**src/rtl/msgpass_rd_addr_gen.sv**
```systemverilog
// Read-address sequencer for the message-pass buffer: walks port-A over a programmed window, stalls on conflicts.
// Optional stall counter output enabled by defining MSGPASS_ADDRGEN_STALL_CNT_EN.
module msgpass_rd_addr_gen #(
   parameter int unsigned ADDR_WIDTH = 4,
   parameter int unsigned DRC_NUM    = 1
) (
   input  logic                  sys_clk,
   input  logic                  rstn,
   input  logic                  buffer_read_begin_i,
   input  logic                  buffer_read_end_i,
   input  logic [ADDR_WIDTH-1:0] start_addr_i,
   input  logic [ADDR_WIDTH-1:0] last_addr_i,
   input  logic [DRC_NUM-1:0]    is_drc_i,
   output logic [ADDR_WIDTH-1:0] raddr_o,
   output logic                  cen_o,
   output logic                  rdata_valid_o,
   output logic                  wrap_o,
   output logic                  busy_o
`ifdef MSGPASS_ADDRGEN_STALL_CNT_EN
   ,
   output logic [15:0]           stall_cnt_o
`endif
);

   localparam int unsigned CNT_W = 16;

   typedef enum logic [1:0] {
      ST_IDLE  = 2'd0,
      ST_RUN   = 2'd1,
      ST_DRAIN = 2'd2
   } state_e;

   state_e                state_q, state_d;
   logic [ADDR_WIDTH-1:0] raddr_q, raddr_d;
   logic [ADDR_WIDTH-1:0] start_q, start_d;
   logic [ADDR_WIDTH-1:0] last_q, last_d;
   logic                  cen_q, cen_d;
   logic                  rvalid_q, rvalid_d;
   logic                  wrap_q, wrap_d;
   logic                  busy_q, busy_d;
   logic                  accept_begin;
   logic                  advance;

   assign accept_begin = buffer_read_begin_i & ~buffer_read_end_i;
   assign advance      = ~|is_drc_i;

   // Next-state and registered-output logic; end beats begin in IDLE and beats advance in RUN
   always_comb begin
      state_d  = state_q;
      raddr_d  = raddr_q;
      start_d  = start_q;
      last_d   = last_q;
      cen_d    = cen_q;
      rvalid_d = cen_q;
      wrap_d   = 1'b0;
      case (state_q)
         ST_IDLE: begin
            cen_d = 1'b0;
            if (accept_begin) begin
               start_d = start_addr_i;
               last_d  = last_addr_i;
               raddr_d = start_addr_i;
               cen_d   = 1'b1;
               state_d = ST_RUN;
            end
         end
         ST_RUN: begin
            if (buffer_read_end_i) begin
               cen_d   = 1'b0;
               state_d = ST_DRAIN;
            end else if (advance) begin
               if (raddr_q == last_q) begin
                  raddr_d = start_q;
                  wrap_d  = 1'b1;
               end else begin
                  raddr_d = raddr_q + ADDR_WIDTH'(1);
               end
            end
         end
         ST_DRAIN: begin
            cen_d   = 1'b0;
            state_d = ST_IDLE;
         end
         default: begin
            cen_d   = 1'b0;
            state_d = ST_IDLE;
         end
      endcase
      busy_d = (state_d != ST_IDLE);
   end

   always_ff @(posedge sys_clk or negedge rstn) begin
      if (!rstn) begin
         state_q  <= ST_IDLE;
         raddr_q  <= '0;
         start_q  <= '0;
         last_q   <= '0;
         cen_q    <= 1'b0;
         rvalid_q <= 1'b0;
         wrap_q   <= 1'b0;
         busy_q   <= 1'b0;
      end else begin
         state_q  <= state_d;
         raddr_q  <= raddr_d;
         start_q  <= start_d;
         last_q   <= last_d;
         cen_q    <= cen_d;
         rvalid_q <= rvalid_d;
         wrap_q   <= wrap_d;
         busy_q   <= busy_d;
      end
   end

   assign raddr_o       = raddr_q;
   assign cen_o         = cen_q;
   assign rdata_valid_o = rvalid_q;
   assign wrap_o        = wrap_q;
   assign busy_o        = busy_q;

`ifdef MSGPASS_ADDRGEN_STALL_CNT_EN
   logic [CNT_W-1:0] stall_cnt_q, stall_cnt_d;

   // Saturating count of stalled RUN cycles, cleared by an accepted begin
   always_comb begin
      stall_cnt_d = stall_cnt_q;
      if (state_q == ST_IDLE && accept_begin) begin
         stall_cnt_d = '0;
      end else if (state_q == ST_RUN && !advance && stall_cnt_q != {CNT_W{1'b1}}) begin
         stall_cnt_d = stall_cnt_q + CNT_W'(1);
      end
   end

   always_ff @(posedge sys_clk or negedge rstn) begin
      if (!rstn) begin
         stall_cnt_q <= '0;
      end else begin
         stall_cnt_q <= stall_cnt_d;
      end
   end

   assign stall_cnt_o = stall_cnt_q;
`endif

endmodule

```
**config.mk**
```make
export PLATFORM = sky130hd
export DESIGN_NAME = msgpass_rd_addr_gen
export DESIGN_NICKNAME = d
export VERILOG_FILES = /design/src/rtl/msgpass_rd_addr_gen.sv
export SDC_FILE = /design/constraint.sdc
export NUM_CORES = 1
export LEC_CHECK = 0
export ABC_AREA = 1
export CORE_MARGIN = 4
export CORE_UTILIZATION = 25
export CTS_CLUSTER_DIAMETER = 100
export DETAILED_ROUTE_END_ITERATION = 8
export PLACE_DENSITY_LB_ADDON = 0.08
export SLEW_MARGIN = 25
export SYNTH_ARGS = -nofsm -noshare
export SYNTH_HDL_FRONTEND = slang
export SYNTH_SLANG_ARGS = --single-unit
export TNS_END_PERCENT = 10
```
**constraint.sdc**
```tcl
create_clock -name sys_clk -period 1.5 [get_ports sys_clk]
set_input_delay 0.225 -clock sys_clk [delete_from_list [all_inputs] [get_ports sys_clk]]
set_output_delay 0.225 -clock sys_clk [all_outputs]
set_load 0.02 [all_outputs]
```
==> flow_summary_export.csv, run 1 <==
group,metric,value,unit
run_status,status,"completed",
place,dpl-instance-area,1200,um2
synth,ys_seq_area_frac,0.487,
floorplanning,start_util,0.269,
worst_setup_path,path_class,"flip-flop to output pin",
clock_tree,root_buffer,"clkbuf_8",
timing,rsz0062_at_grt,"no",
clock_tree,numCtsBuffers,3,
timing,max_freq,719,MHz
layout,diodes,0,
floorplanning,die_w,68.8,um
timing,tightest_slew,0.240,ns
route,antenna_left,0,
floorplanning,coreArea,3440,um2
synth,synth-async-reset-ratio,1.00,
floorplanning,num_rows,21,
worst_setup_path,path_delay_family,"buffers and inverters",
worst_setup_path,reg2reg_depth,8,
route,num_vias,763,
layout,stdcell_count,182,
job,cap_violations,0,
grt,grt-ovfl-total,0,
synth,synthFlopType,"dfrtp_1",
floorplanning,io_pins,21,
worst_setup_path,worstPathArrival,1.17,ns
power,p_switching,0.651,mW
power,cellLeakagePower,0.617,nW
floorplanning,die_h,68.8,um
synth,syn-num-nets,123,
timing,min_period,1.39,ns
worst_setup_path,critical-path-max-stage-delay,0.59,ns
synth,yosys-top-cells-area,"dfrtp_1 49%, nand2_1 10%, nor2_4 7.3%, inv_1 5.7%, nand3_1 5.4%",
power,p_clk_frac,0.232,
clock_tree,cts_tree,"built",
grt,grt_pass1_vias,710,
synth,synth-edff-count,0,
worst_setup_path,crit_fanout,1,
timing,hold_viol_final,0,
synth,synth_common_cells,"25 x nand2_1, 18 x dfrtp_1, 14 x inv_1",
worst_setup_path,cp-startpoint,"rdata_valid_o",
timing,slew_viol_final,0,
place,dp_slack,0.0217,ns
power,power_switching_share,0.373,
place,numPortBuffers,20,
synth,syn_avg_cell_area,8.48,um2
timing,worst_slew_margin_rel,0.840,
synth,yosysMostFrequentCell,"nand2_1",
worst_setup_path,path_cells,"clkdlybuf4s50_1",
layout,post-route-util,0.365,
clock_tree,clock-sinks,18,
synth,synth_area_leader_cell,"dfrtp_1",
layout,finalNetCount,151,
timing,setup_tns,0,ns
power,seq_power_share,0.386,
worst_setup_path,r2r_setup_slack,0.18,ns
clock_tree,h-tree-depth,1,
grt,grt_pass1_wl,3440,um
power,ir_drop,0.000464,V
synth,synth_top_area_share,0.487,
worst_setup_path,slowest_stage,"clkdlybuf4s50_1",
worst_setup_path,critPathRequiredTime,1.27,ns
route,drcViolationCount,0,
worst_setup_path,reg2reg_from,"raddr_o[1]",
power,intPower,1.09,mW
place,dp_hpwl,1570,um
clock_tree,clk_pin_slew,0.07,ns
layout,drive_gt1_frac,0.176,
route,viasPerCell,4.19,
synth,ys.warnings.count,0,
synth,syn_inst,109,
timing,setup_viol,0,
route,first_pass_iters,4,
synth,ys_seq_elements,18,
clock_tree,clk_path_buf_depth,2,
floorplanning,die_area,4740,um2
worst_setup_path,path_buf_inv,1,
route,dr.first_iter.drc_count,37,
layout,synthToLayoutAreaGrowth,36.0,%
power,pwr-share-comb,0.383,
grt,grt_max_degree,19,
place,dp_cells,178,
synth,netlist_area,925,um2
timing,worst_slack,0.108,ns
route,routed_wl,2080,um
layout,final_cell_area,1260,um2
route,wire_per_inst,11.4,um
synth,synthDistinctLibCells,18,
power,powerDensity,1390,nW/um2
clock_tree,cts_setup_buffers,0,
grt,track_usage,0.101,
timing,finClkSkew,0.00447,ns
worst_setup_path,regToRegEndpoint,"raddr_o[1]",
clock_tree,clk_latency,0.26,ns
place,place.gp.congestion,0.796,
worst_setup_path,critPathLaunchType,"flip-flop",
timing,period_share,0.928,
layout,n_fill_cell,359,
clock_tree,hold_buffers,0,
worst_hold_path,min_path_type,"input pin to asynchronous set/reset pin",
grt,grt_antenna_before_repair,0,
worst_setup_path,end_kind,"output pin",
==> area by class of cell <==
type / count / area (um2) / share of cell area
Timing Repair Buffer: 24 / 228 / 0.181
Tap cell: 46 / 57.6 / 0.0458
Multi-Input combinational cell: 71 / 390 / 0.310
Inverter: 19 / 76.3 / 0.0607
Sequential cell: 18 / 450 / 0.358
Clock buffer: 4 / 55.1 / 0.0438
==> through the flow <==
stage	hold slack (ns)	power (mW)
finish	0.300	1.74
global route	0.326	1.88
CTS	0.312	1.77
detailed placement	0.392	1.39
global placement	0.397	1.38
floorplan	-0.0706	1.13
==> power by group through the flow <==
stage	Clock [mW]	Combinational [mW]	Sequential, mW
floorplan	0	0.403	0.729
global placement	0	0.700	0.685
detailed placement	0	0.699	0.687
CTS	0.421	0.676	0.675
global route	0.448	0.743	0.690
finish	0.404	0.667	0.673
==> cells in the final DEF (no fill, tap or decap) <==
| master | count |
|---|---|
| a21oi_1 | 8 |
| buf_4 | 4 |
| clkbuf_8 | 4 |
| clkdlybuf4s50_1 | 15 |
| clkinv_4 | 1 |
| dfrtp_1 | 18 |
| dlygate4sd2_1 | 4 |
| dlymetal6s2s_1 | 1 |
| ha_1 | 1 |
| inv_1 | 14 |
| inv_2 | 4 |
| nand2_1 | 25 |
| nand2_2 | 2 |
| nand2_4 | 2 |
| nand3_1 | 10 |
| nand3_2 | 1 |
| nor2_1 | 5 |
| nor2_4 | 6 |
| nor3_1 | 1 |
| o21ai_1 | 8 |
| xnor2_1 | 1 |
| xor2_1 | 1 |
==> sequential cells by signal (all words and copies together) (netlist names) <==
signal,cells
cen_o,1
start_q,4
state_q,2
wrap_o,1
busy_o,1
raddr_o,4
last_q,4
rdata_valid_o,1
==> worst reg2reg max path: stages, from the launching register on <==
cell and delay, ns:
dfrtp_1 0.46, inv_1 0.06, nand2_1 0.06, nand2_1 0.08
nor2_4 0.19, nand2_4 0.09, nand2_1 0.06, nand3_1 0.06
a21oi_1 0.17
==> metal layers <==
layer  GRT usage  share of wire  vias to the layer above
met3      0.0243          0.050                        5
met2       0.147           0.45                       20
met4      0.0511          0.020                        0
li1            -              -                      394
met1       0.137           0.48                      344
met5           0              0                        -
==> repair_timing <==
| item | 4_1_cts | 5_1_grt |
|---|---|---|
| endpoints found under the hold margin | 0 | 0 |
| gates cloned | 0 | 0 |
| gates resized for setup | 4 | 1 |
| setup endpoints to repair | 4 | 1 |
==> worst max-delay path by stage <==
stage | endpoint | slack, ns | cells after the start
global placement | raddr_o[1] | 0.04 | 8
finish | rdata_valid_o | 0.11 | 1
CTS | cen_o | 0.03 | 1
floorplan | raddr_o[0] | 0.28 | 8
global route | busy_o | 0.06 | 1
detailed placement | raddr_o[1] | 0.02 | 8
==> cell families after synthesis <==
logic type	Yosys count	share of synthesized area
AOI/OAI and AO/OA	16	0.0866
xor gates and xnor gates	2	0.0189
adders and majority gates	1	0.0135
buffers and inverters	20	0.0907
DFF	18	0.487
and+or+nand+nor	52	0.303
No activity file was read; power rests on OpenSTA's default activity.
==> inputs of run 2 (changes only) <==
Settings changed: CTS_CLUSTER_SIZE from default to 40.
==> results of run 2 <==
Same layout as run 1: the final DEF is identical, and so are final timing and power.
